--- config.mk ---
export PLATFORM = sky130hd
export DESIGN_NAME = alu_exec_stage
export DESIGN_NICKNAME = d
export VERILOG_FILES = /design/src/rtl/alu_exec_stage.sv
export SDC_FILE = /design/constraint.sdc
export NUM_CORES = 1
export LEC_CHECK = 0
export ABC_CLOCK_PERIOD_IN_PS = 7000
export CORE_MARGIN = 5
export CORE_UTILIZATION = 24
export CTS_BUF_LIST = sky130_fd_sc_hd__clkbuf_16
export CTS_CLUSTER_SIZE = 14
export DETAILED_ROUTE_END_ITERATION = 12
export HOLD_SLACK_MARGIN = 0.03
export PLACE_DENSITY_LB_ADDON = 0.12
export SYNTH_ARGS = -nofsm -noshare
export SYNTH_HDL_FRONTEND = slang
export SYNTH_SLANG_ARGS = --single-unit
--- constraint.sdc ---
create_clock -name clk -period 7 [get_ports clk]
set_clock_uncertainty 0.1 [all_clocks]
set_input_delay 1.05 -clock clk [delete_from_list [all_inputs] [get_ports clk]]
set_output_delay 1.05 -clock clk [all_outputs]
set_load 0.02 [all_outputs]
--- src/rtl/alu_exec_stage.sv ---
// Execute stage: NZCV ALU with condition evaluation against the architectural flags,
// feeding a 2-entry skid buffer so writeback stalls never drop an operation.
module alu_exec_stage #(
  parameter int WIDTH = 32
) (
  input  logic             clk,
  input  logic             rst_n,
  input  logic             in_valid,
  output logic             in_ready,
  input  logic [WIDTH-1:0] in_a,
  input  logic [WIDTH-1:0] in_b,
  input  logic [1:0]       in_ctrl,
  input  logic [3:0]       in_cond,
  input  logic             in_setf,
  output logic             out_valid,
  input  logic             out_ready,
  output logic [WIDTH-1:0] out_result,
  output logic [3:0]       out_flags,
  output logic             out_exec,
  output logic [3:0]       flags_q
);

  localparam int ENTRY_W = WIDTH + 5;

  logic signed [WIDTH-1:0] a_p0;
  logic signed [WIDTH-1:0] b_p0;
  logic signed [WIDTH-1:0] res_p0;
  logic        [WIDTH:0]   sum_p0;
  logic                    c_p0;
  logic                    v_p0;
  logic        [3:0]       nzcv_p0;
  logic                    pass_p0;
  logic                    vld_p0;
  logic                    pop;
  logic        [ENTRY_W-1:0] entry_p0;
  logic        [ENTRY_W-1:0] buf_p1 [2];
  logic                    rd_ptr;
  logic                    wr_ptr;
  logic        [1:0]       count;

  function automatic logic cond_pass(input logic [3:0] cond, input logic [3:0] f);
    logic n, z, c, v;
    {n, z, c, v} = f;
    case (cond)
      4'b0000: cond_pass = z;
      4'b0001: cond_pass = !z;
      4'b0010: cond_pass = c;
      4'b0011: cond_pass = !c;
      4'b0100: cond_pass = n;
      4'b0101: cond_pass = !n;
      4'b0110: cond_pass = v;
      4'b0111: cond_pass = !v;
      4'b1000: cond_pass = c & !z;
      4'b1001: cond_pass = !c | z;
      4'b1010: cond_pass = (n == v);
      4'b1011: cond_pass = (n != v);
      4'b1100: cond_pass = !z & (n == v);
      4'b1101: cond_pass = z | (n != v);
      default: cond_pass = 1'b1;
    endcase
  endfunction

  // Stage p0: combinational ALU and condition check in the accept cycle
  always_comb begin
    a_p0   = in_a;
    b_p0   = in_b;
    sum_p0 = '0;
    res_p0 = '0;
    c_p0   = 1'b0;
    v_p0   = 1'b0;
    case (in_ctrl)
      2'b00: begin
        sum_p0 = {1'b0, in_a} + {1'b0, in_b};
        res_p0 = sum_p0[WIDTH-1:0];
        c_p0   = sum_p0[WIDTH];
        v_p0   = (a_p0[WIDTH-1] == b_p0[WIDTH-1]) && (res_p0[WIDTH-1] != a_p0[WIDTH-1]);
      end
      2'b01: begin
        // SUB as A + ~B + 1, so carry-out is the inverted borrow
        sum_p0 = {1'b0, in_a} + {1'b0, ~in_b} + {{WIDTH{1'b0}}, 1'b1};
        res_p0 = sum_p0[WIDTH-1:0];
        c_p0   = sum_p0[WIDTH];
        v_p0   = (a_p0[WIDTH-1] != b_p0[WIDTH-1]) && (res_p0[WIDTH-1] != a_p0[WIDTH-1]);
      end
      2'b10:   res_p0 = a_p0 & b_p0;
      default: res_p0 = a_p0 | b_p0;
    endcase
    nzcv_p0  = {res_p0[WIDTH-1], (res_p0 == '0), c_p0, v_p0};
    pass_p0  = cond_pass(in_cond, flags_q);
    entry_p0 = {res_p0, nzcv_p0, pass_p0};
  end

  assign vld_p0    = in_valid & in_ready;
  assign pop       = out_valid & out_ready;
  assign in_ready  = (count != 2'd2);
  assign out_valid = (count != 2'd0);
  assign {out_result, out_flags, out_exec} = buf_p1[rd_ptr];

  always_ff @(posedge clk or negedge rst_n) begin
    if (!rst_n) begin
      flags_q <= 4'b0000;
    end else if (vld_p0 && pass_p0 && in_setf) begin
      flags_q <= nzcv_p0;
    end
  end

  // Stage p1: skid buffer, circular over two slots
  always_ff @(posedge clk or negedge rst_n) begin
    if (!rst_n) begin
      rd_ptr <= 1'b0;
      wr_ptr <= 1'b0;
      count  <= 2'd0;
      for (int i = 0; i < 2; i++) buf_p1[i] <= '0;
    end else begin
      if (vld_p0) begin
        buf_p1[wr_ptr] <= entry_p0;
        wr_ptr         <= ~wr_ptr;
      end
      if (pop) rd_ptr <= ~rd_ptr;
      case ({vld_p0, pop})
        2'b10:   count <= count + 2'd1;
        2'b01:   count <= count - 2'd1;
        default: count <= count;
      endcase
    end
  end

endmodule

==> results of run 1 <==
-- registers in the layout, summed over array words and instances, names as in the netlist --
| signal | cells |
|---|---|
| buf_p1 | 72 |
| flags_q | 4 |
| count | 2 |
| rd_ptr | 1 |
| wr_ptr | 1 |
-- worst reg2reg max path, cell delays in order, from the launching register on --
cell     delay [ns]
dfrtp_1        0.42
xnor2_1        0.24
mux2i_1        0.10
or3_1          0.33
a21oi_1        0.14
a31oi_1        0.05
a21oi_1        0.31
and3_1         0.42
mux2_2         0.38
-- metrics by stage --
step,power (uW),instances,hold WS [ns]
after CTS,3070,1765,0.375
after detailed placement,2560,1749,0.359
after floorplan,1860,1175,0.342
after global placement,2560,1749,0.355
final,3020,1766,0.371
after global routing,3250,1765,0.395
-- routing by layer --
metal | routed length (um) | global-route usage [%] | vias up
li1 | - | - | 4278
met1 | 16300 | 22.3 | 4079
met2 | 14900 | 24.7 | 202
met3 | 1230 | 1.33 | 26
met4 | 477 | 3.09 | 0
met5 | 0 | 0 | -
-- cell usage after synthesis, types with 5 or more instances --
cell type / instances
nand2_1: 164
inv_1: 102
ha_1: 100
o21ai_0: 98
a21oi_1: 90
dfrtp_1: 80
nor2_1: 75
mux2_2: 56
clkbuf_1: 42
xnor2_1: 24
nand3_1: 22
o211ai_1: 22
nor3_1: 20
o31ai_1: 19
mux2i_1: 15
nor2b_1: 15
buf_2: 14
a211oi_1: 13
a21o_1: 12
nand2b_1: 12
nor4_1: 11
a31oi_1: 9
nand4_1: 9
and3_1: 7
o21bai_1: 7
or3_1: 7
or4_1: 7
and2_1: 6
or2_2: 6
xor2_1: 6
buf_4: 5
o2111ai_1: 5
o21ai_1: 5
o221ai_1: 5
-- worst max-delay path by stage --
stage / startpoint / endpoint / slack [ns] / depth (start not counted)
6_report: in_b[1] / buf_p1[3] / 1.73 / 14
5_1_grt: in_a[5] / buf_p1[3] / 1.33 / 14
4_1_cts: in_b[1] / buf_p1[3] / 1.68 / 14
3_5_place_dp: in_b[1] / flags_q[2] / 1.38 / 14
3_3_place_gp: in_a[5] / flags_q[2] / 1.38 / 14
2_1_floorplan: in_a[0] / flags_q[2] / 2.70 / 14
-- kinds of logic (layout without fill, tap and decap cells) --
kind of cell	after synthesis	count (layout)	share of synthesized area, %
compound gates	341	341	24.3
xor+xnor	30	30	2.91
fa+ha+maj	102	102	14.3
buf+inv	172	251	7.54
flops	80	80	22.1
mux	74	74	9.38
other cells	0	1	0
simple gates	376	376	19.4
-- layout make-up --
type,instances,area share (%)
multi-input cells,923,58.1
flip-flops and latches,80,18.3
repair buffers,128,11.3
well taps,511,5.83
inverters,107,3.66
clock buffers,9,2.05
clock inverters,7,0.788
diodes,1,0.0228
-- power breakdown --
| part | switching (uW) | internal (uW) |
|---|---|---|
| combinational | 971 | 772 |
| sequential | 110 | 678 |
| clock | 183 | 310 |
==> flow_metrics.env, run 1 <==
export IMPL_fin_nets=1426
export IMPL_rows=71
export IMPL_end_kind="flip-flop"
export IMPL_routed_wl_um=32900
export IMPL_min_period_ns=5.27
export IMPL_postCtsSetupBuffers=0
export IMPL_grt_pass1_vias=8425
export IMPL_synth_edff_count=0
export IMPL_via_count=8585
export IMPL_synth_top_cell_area_share_pct=22.1
export IMPL_seq_area_frac_synth_pct=22.1
export IMPL_cap_violations=0
export IMPL_insertion_delay_ns=0.33
export IMPL_fin_ws_ns=1.73
export IMPL_wl_per_cell_um=18.6
export IMPL_period_share_pct=75.3
export IMPL_synthTopCellsByArea="dfrtp_1 22%, ha_1 14%, mux2_2 7.0%"
export IMPL_yosysWarnings=0
export IMPL_crit_family="simple AND/OR/NAND/NOR gates"
export IMPL_synth_seq_cells=80
export IMPL_ys_flop_type="dfrtp_1"
export IMPL_drt_iter0_markers=543
export IMPL_path_buf_inv=2
export IMPL_finish_utilization_pct=29.3
export IMPL_synthArstFlopShare_pct=100
export IMPL_setup_viol=0
export IMPL_synth_fp_nets=1352
export IMPL_ys_types=79
export IMPL_pin_count=118
export IMPL_htree_num_levels=3
export IMPL_netlist_area_um2=9040
export IMPL_cp_arrival_ns=5.39
export IMPL_core_um2=37400
export IMPL_overflow=0
export IMPL_synth_top_cell_by_area="dfrtp_1"
export IMPL_cp_required_ns=7.12
export IMPL_cp_start_kind="input port"
export IMPL_grt_pass1_wl_um=50200
export IMPL_cts_tree="built"
export IMPL_worstMarginPinSlew_ns=1.04
export IMPL_ant_nets=0
export IMPL_slowest_stage="nor4b_1"
export IMPL_vias_per_cell=4.86
export IMPL_drive_gt1_share_pct=9.57
export IMPL_die_h_um=204
export IMPL_status="finished, final reports clean"
export IMPL_max_slew_margin_pct=30.6
export IMPL_register_area_um2=2000
export IMPL_postCtsHoldBufs=0
export IMPL_multi_input_area_um2=6360
export IMPL_final_cell_area_um2=11000
export IMPL_crit_top_cell="or4_1"
export IMPL_holdPathEnd="buf_p1[53]"
export IMPL_r2r_start="flags_q[3]"
export IMPL_r2r_end="flags_q[1]"
export IMPL_synthCells=1175
export IMPL_place_ws_ns=1.38
export IMPL_hold_violations=0
export IMPL_grtUsageTotal_pct=15.3
export IMPL_path_clk_slew_ns=0.06
export IMPL_initial_utilization_pct=24.2
export IMPL_drc_errors=0
export IMPL_dr_pass1_iters=5
export IMPL_gp_congestion=0.860
export IMPL_final_max_slew_viol_count=0
export IMPL_regToRegSetupSlack_ns=4.40
export IMPL_min_path_cells=2
export IMPL_ctsResizeCount=0
export IMPL_worstRegToRegCells=8
export IMPL_final_common_cell="nand2_1"
export IMPL_crit_fanout=3
export IMPL_syn_area_per_cell_um2=7.69
export IMPL_place_port_buffers=117
export IMPL_min_path_type="reg -> reg"
export IMPL_area_growth_pct=21.3
export IMPL_post_dp_hpwl_um=26200
export IMPL_leakagePower_uw=0.00477
export IMPL_placed_area_um2=10600
export IMPL_grt_max_degree=81
export IMPL_ir_drop_v=0.000116
export IMPL_rsz0062_at_grt="false"
export IMPL_clockRootBuffer="clkbuf_16"
export IMPL_antenna_found_initial=0
export IMPL_numCtsBuffers=9
export IMPL_fp_dieArea_um2=41600
export IMPL_cp_slowest_stage_delay_ns=0.59
export IMPL_worstSetupPathType="in -> reg"
export IMPL_worstHoldStart="buf_p1[53]"
export IMPL_crit_path_cell_trace="clkdlybuf4s50_1, inv_1, ha_1, o21ba_2, or4_1, nand2_1, nor4b_1, nor4b_2, mux2i_1, o211a_1, or4_1, nor4_2, o2111ai_1, o31ai_1"
export IMPL_final_cell_mix="163 x nand2_1, 114 x clkdlybuf4s50_1, 103 x inv_1"
export IMPL_power_density_nw_per_um2=276
export IMPL_clockBufferDepth=2
export IMPL_clock_sink_count=80
export IMPL_fillerInstances=4100
export IMPL_fp_dieW_um=204
export IMPL_max_clock_freq_mhz=190
export IMPL_tns_ns=0
Note: power is estimated with default switching activity, not from simulation.
==> run 2, diff against run 1 <==
Settings changed: ABC_CLOCK_PERIOD_IN_PS 7000 to 4350.
Clock period 7 ns to 4.35 ns, I/O delays scaled along.
==> flow_metrics.env, run 2 (same netlist as run 1, synthesis figures left out) <==
export IMPL_fp_dieW_um=204
export IMPL_grt_max_degree=81
export IMPL_setup_viol=0
export IMPL_path_clk_slew_ns=0.06
export IMPL_crit_fanout=11
export IMPL_place_port_buffers=117
export IMPL_multi_input_area_um2=6730
export IMPL_end_kind="flip-flop"
export IMPL_worstMarginPinSlew_ns=1.05
export IMPL_max_clock_freq_mhz=240
export IMPL_min_path_type="reg -> reg"
export IMPL_top_regs="buf_p1: 72 flops, flags_q: 4 flops, count: 2 flops"
export IMPL_p_sw_uw=2130
export IMPL_htree_num_levels=3
export IMPL_hold_violations=0
export IMPL_switching_share_pct=40.3
export IMPL_drt_iter0_markers=521
export IMPL_die_h_um=204
export IMPL_gp_congestion=0.889
export IMPL_tns_ns=0
export IMPL_place_inst=1997
export IMPL_final_cell_mix="267 x buf_4, 161 x nand2_1, 107 x clkdlybuf4s50_1"
export IMPL_insertion_delay_ns=0.34
export IMPL_clock_sink_count=80
export IMPL_cp_arrival_ns=4.32
export IMPL_grt_pass1_vias=9580
export IMPL_worstSetupPathType="in -> reg"
export IMPL_pwr_share_seq_pct=23.9
export IMPL_largest_reg_flops=72
export IMPL_fillerInstances=4020
export IMPL_routed_wl_um=36100
export IMPL_internal_power_uw=3160
export IMPL_period_share_pct=95.9
export IMPL_status="finished, final reports clean"
export IMPL_dr_pass1_iters=6
export IMPL_grt_pass1_wl_um=55700
export IMPL_rows=71
export IMPL_pwr_share_clk_pct=16.2
export IMPL_clockBufferDepth=2
export IMPL_drc_errors=0
export IMPL_regMostFlops="buf_p1"
export IMPL_final_common_cell="buf_4"
export IMPL_ant_nets=0
export IMPL_post_dp_hpwl_um=29200
export IMPL_final_max_slew_viol_count=0
export IMPL_grtUsageTotal_pct=16.9
export IMPL_register_area_um2=2000
export IMPL_antennaDiodeCount=0
export IMPL_vias_per_cell=4.68
export IMPL_area_growth_pct=47.0
export IMPL_antenna_found_initial=0
export IMPL_cap_violations=0
export IMPL_fin_nets=1682
export IMPL_wl_per_cell_um=17.9
export IMPL_drive_gt1_share_pct=28.3
export IMPL_fp_dieArea_um2=41600
export IMPL_ir_drop_v=0.000219
export IMPL_cp_required_ns=4.49
export IMPL_power_density_nw_per_um2=398
export IMPL_core_um2=37400
export IMPL_regToRegSetupSlack_ns=1.78
export IMPL_cts_tree="built"
export IMPL_via_count=9468
export IMPL_cp_start_kind="input port"
export IMPL_pin_count=118
export IMPL_leakagePower_uw=0.00613
export IMPL_min_period_ns=4.17
export IMPL_comb_power_share_pct=59.9
export IMPL_final_cells=2021
export IMPL_initial_utilization_pct=24.2
export IMPL_clockRootBuffer="clkbuf_16"
export IMPL_max_slew_margin_pct=29.9
export IMPL_numCtsBuffers=9
export IMPL_overflow=0
-- run 2: changes by cell type in the layout (fill, tap and decap cells not counted), moves of 4 or more --
cell / delta
ha_2: +5
o21ai_0: -7
ha_1: -11
buf_4: +255
clkdlybuf4s50_1: -7
a21oi_1: -9
a21oi_2: +7
ha_4: +6
dlymetal6s2s_1: +5
o21ai_2: +4
-- run 2: final timing paths --
check                                 from    endpoint  cells past startpoint
worst min register to register  buf_p1[52]  buf_p1[52]                      2
worst max-delay path              in_b[12]   buf_p1[3]                     16
worst min-delay path            buf_p1[52]  buf_p1[52]                      2
worst max register to register  flags_q[3]  flags_q[1]                      8
min in group asynchronous            rst_n   buf_p1[7]                      1
max in group asynchronous            rst_n   buf_p1[6]                      1
-- run 2: layer usage --
layer / vias to the layer above / track usage, % / routed length (um)
met2: 193 / 27.2 / 16300
met1: 4452 / 24.4 / 18000
met5: - / 0 / 0
li1: 4790 / - / -
met4: 0 / 3.59 / 677
met3: 33 / 1.92 / 1190
-- run 2: power by group through the flow --
stage | clock, uW | sequential [uW] | combinational, uW
floorplan | 0 | 1240 | 1740
global placement | 0 | 1270 | 3130
detailed placement | 0 | 1280 | 3120
CTS | 882 | 1270 | 3170
global route | 917 | 1310 | 3440
finish | 857 | 1260 | 3170
-- run 2: through the flow --
stage | area [um^2] | total power [uW] | hold WS [ns] | setup slack [ns] | utilization, %
2_1_floorplan | 9040 | 2990 | 0.257 | 0.448 | -
3_3_place_gp | 12500 | 4400 | 0.355 | -0.537 | 33.4
3_5_place_dp | 12500 | 4400 | 0.358 | -0.574 | 33.4
4_1_cts | 13000 | 5320 | 0.374 | 0.00558 | 34.7
5_1_grt | 13300 | 5670 | 0.390 | -0.0122 | 35.5
6_report | 13300 | 5290 | 0.369 | 0.179 | 35.5
-- run 2: layout make-up --
cell class | count | share of cell area (%)
Clock buffer | 9 | 1.70
Clock inverter | 7 | 0.838
Inverter | 107 | 3.02
Multi-Input combinational cell | 923 | 50.7
Sequential cell | 80 | 15.1
Tap cell | 511 | 4.81
Timing Repair Buffer | 384 | 23.9
-- run 2: timing repair --
| item | CTS | global route |
|---|---|---|
| setup endpoints to repair | 7 | 7 |
| pin swaps | 16 | 30 |
| gates cloned | 0 | 0 |
| gates resized for setup | 33 | 53 |
| buffers inserted | 2 | 7 |
| hold buffers | 0 | 0 |
-- run 2: critical path, stage by stage --
cell	delay [ns]
clkdlybuf4s50_1	0.50
inv_1	0.07
ha_1	0.34
buf_4	0.21
a21o_1	0.20
a31o_2	0.25
a21oi_1	0.20
nand3_1	0.16
o21ai_1	0.23
nor2b_1	0.19
o21ai_0	0.14
a211o_1	0.31
a31oi_1	0.26
buf_4	0.19
o2111ai_2	0.16
o31ai_1	0.26
==> run 3, diff against run 2 <==
Settings changed: SLEW_MARGIN from default to 25.
==> flow_metrics.env, run 3 (same netlist as run 1, synthesis figures left out) <==
export IMPL_drive_gt1_share_pct=28.6
export IMPL_end_kind="flip-flop"
export IMPL_grtUsageTotal_pct=16.8
export IMPL_ir_drop_v=0.000224
export IMPL_antenna_found_initial=0
export IMPL_fin_nets=1681
export IMPL_fp_dieW_um=204
export IMPL_rsz0062_at_grt="false"
export IMPL_setup_viol=0
export IMPL_ant_nets=0
export IMPL_multi_input_area_um2=6720
export IMPL_pwr_share_seq_pct=24.1
export IMPL_overflow=0
export IMPL_die_h_um=204
export IMPL_dr_wl_met2_um=16300
export IMPL_cp_required_ns=4.49
export IMPL_clock_sink_count=80
export IMPL_drc_errors=0
export IMPL_final_max_slew_viol_count=0
export IMPL_max_slew_margin_pct=35.8
export IMPL_dr_pass1_iters=5
export IMPL_top_layer="met4"
export IMPL_cap_violations=0
export IMPL_internal_power_uw=3110
export IMPL_whs_ns=0.263
export IMPL_largest_reg_flops=72
export IMPL_grt_pass1_vias=9633
export IMPL_switching_share_pct=40.6
export IMPL_met1_length_um=17800
export IMPL_final_cell_mix="265 x buf_4, 161 x nand2_1, 107 x clkdlybuf4s50_1"
export IMPL_fp_dieArea_um2=41600
export IMPL_wl_met3_um=1270
export IMPL_area_growth_pct=46.7
export IMPL_power_density_nw_per_um2=395
export IMPL_cp_arrival_ns=4.33
export IMPL_grt_pass1_wl_um=55700
export IMPL_fin_ws_ns=0.165
export IMPL_place_port_buffers=117
export IMPL_regMostFlops="buf_p1"
export IMPL_tns_ns=0
export IMPL_pwr_share_clk_pct=15.2
export IMPL_via_count=9477
export IMPL_routed_wl_um=36000
export IMPL_cts_tree="built"
export IMPL_fillerInstances=4024
export IMPL_core_um2=37400
export IMPL_clockBufferDepth=2
export IMPL_drt_iter0_markers=443
export IMPL_worstSetupPathType="in -> reg"
export IMPL_min_path_type="in -> async"
export IMPL_cp_start_kind="input port"
export IMPL_place_ws_ns=-0.588
export IMPL_final_common_cell="buf_4"
export IMPL_top_regs="buf_p1: 72 flops, flags_q: 4 flops, count: 2 flops"
export IMPL_gp_congestion=0.889
export IMPL_min_period_ns=4.19
export IMPL_worstMarginPinSlew_ns=0.959
export IMPL_hold_violations=0
export IMPL_register_area_um2=2000
export IMPL_postCtsHoldBufs=0
export IMPL_rows=71
export IMPL_numCtsBuffers=9
export IMPL_max_clock_freq_mhz=239
export IMPL_post_dp_hpwl_um=29400
export IMPL_p_sw_uw=2130
export IMPL_comb_power_share_pct=60.7
export IMPL_path_clk_slew_ns=0.06
export IMPL_status="finished, final reports clean"
export IMPL_clockRootBuffer="clkbuf_16"
export IMPL_grt_max_degree=81
export IMPL_pin_count=118
export IMPL_leakagePower_uw=0.00611
export IMPL_antennaDiodeCount=0
export IMPL_wl_per_cell_um=17.8
export IMPL_crit_fanout=4
export IMPL_period_share_pct=96.2
export IMPL_vias_per_cell=4.69
export IMPL_htree_num_levels=3
export IMPL_initial_utilization_pct=24.2
export IMPL_insertion_delay_ns=0.33
run 3: power groups by stage:
stage	Combinational, uW	Clock [uW]	Sequential, uW
floorplan	1740	0	1240
global placement	3130	0	1270
detailed placement	3150	0	1280
CTS	3190	823	1270
global route	3460	853	1310
finish	3180	795	1260
run 3: area by class of cell:
type                    instances  area share (%)
multi-input cells             923            50.7
repair buffers                383            24.0
flip-flops and latches         80            15.1
well taps                     511            4.82
inverters                     107            3.03
clock buffers                   9            1.70
clock inverters                 7           0.651
run 3: worst paths after layout:
kind                                 start          to  slack [ns]  cells after the start
worst max register to register  flags_q[3]  flags_q[1]        1.78                      8
worst min-delay path                 rst_n   buf_p1[7]        0.26                      1
max in group asynchronous            rst_n  buf_p1[62]        3.37                      1
worst min register to register  buf_p1[71]  buf_p1[71]        0.37                      2
min in group clk                buf_p1[71]  buf_p1[71]        0.37                      2
worst max-delay path              in_b[11]   buf_p1[3]        0.16                     16
run 3: timing repair:
item                       CTS  global route
resized for setup           28            60
setup buffers                2             5
setup endpoints to repair    9            11
pin swaps                   16            19
run 3: worst max-delay path, stage by stage:
cell and delay, ns:
clkdlybuf4s50_1 0.47, inv_1 0.06, ha_1 0.38, nand2_1 0.10, buf_4 0.16, nor3_1 0.23, buf_4 0.19, o211ai_1 0.18
a31oi_1 0.29, a31oi_2 0.07, xnor2_1 0.22, o21ai_2 0.13, a2111o_1 0.42, nor4_2 0.27, o2111ai_2 0.23, o31ai_1 0.26
run 3: through the flow:
stage	instance area (um^2)	total power, uW	std cells	utilization [%]
after floorplan	9040	2990	1175	-
after global placement	12500	4400	1997	33.4
after detailed placement	12500	4430	1998	33.5
after CTS	13000	5280	2016	34.7
after global routing	13300	5630	2020	35.5
final	13300	5240	2020	35.5
run 3: layer usage:
metal	GRT usage [%]	vias up
met3	1.81	33
met2	27.5	183
met5	0	-
met4	3.02	0
li1	-	4793
met1	24.3	4468
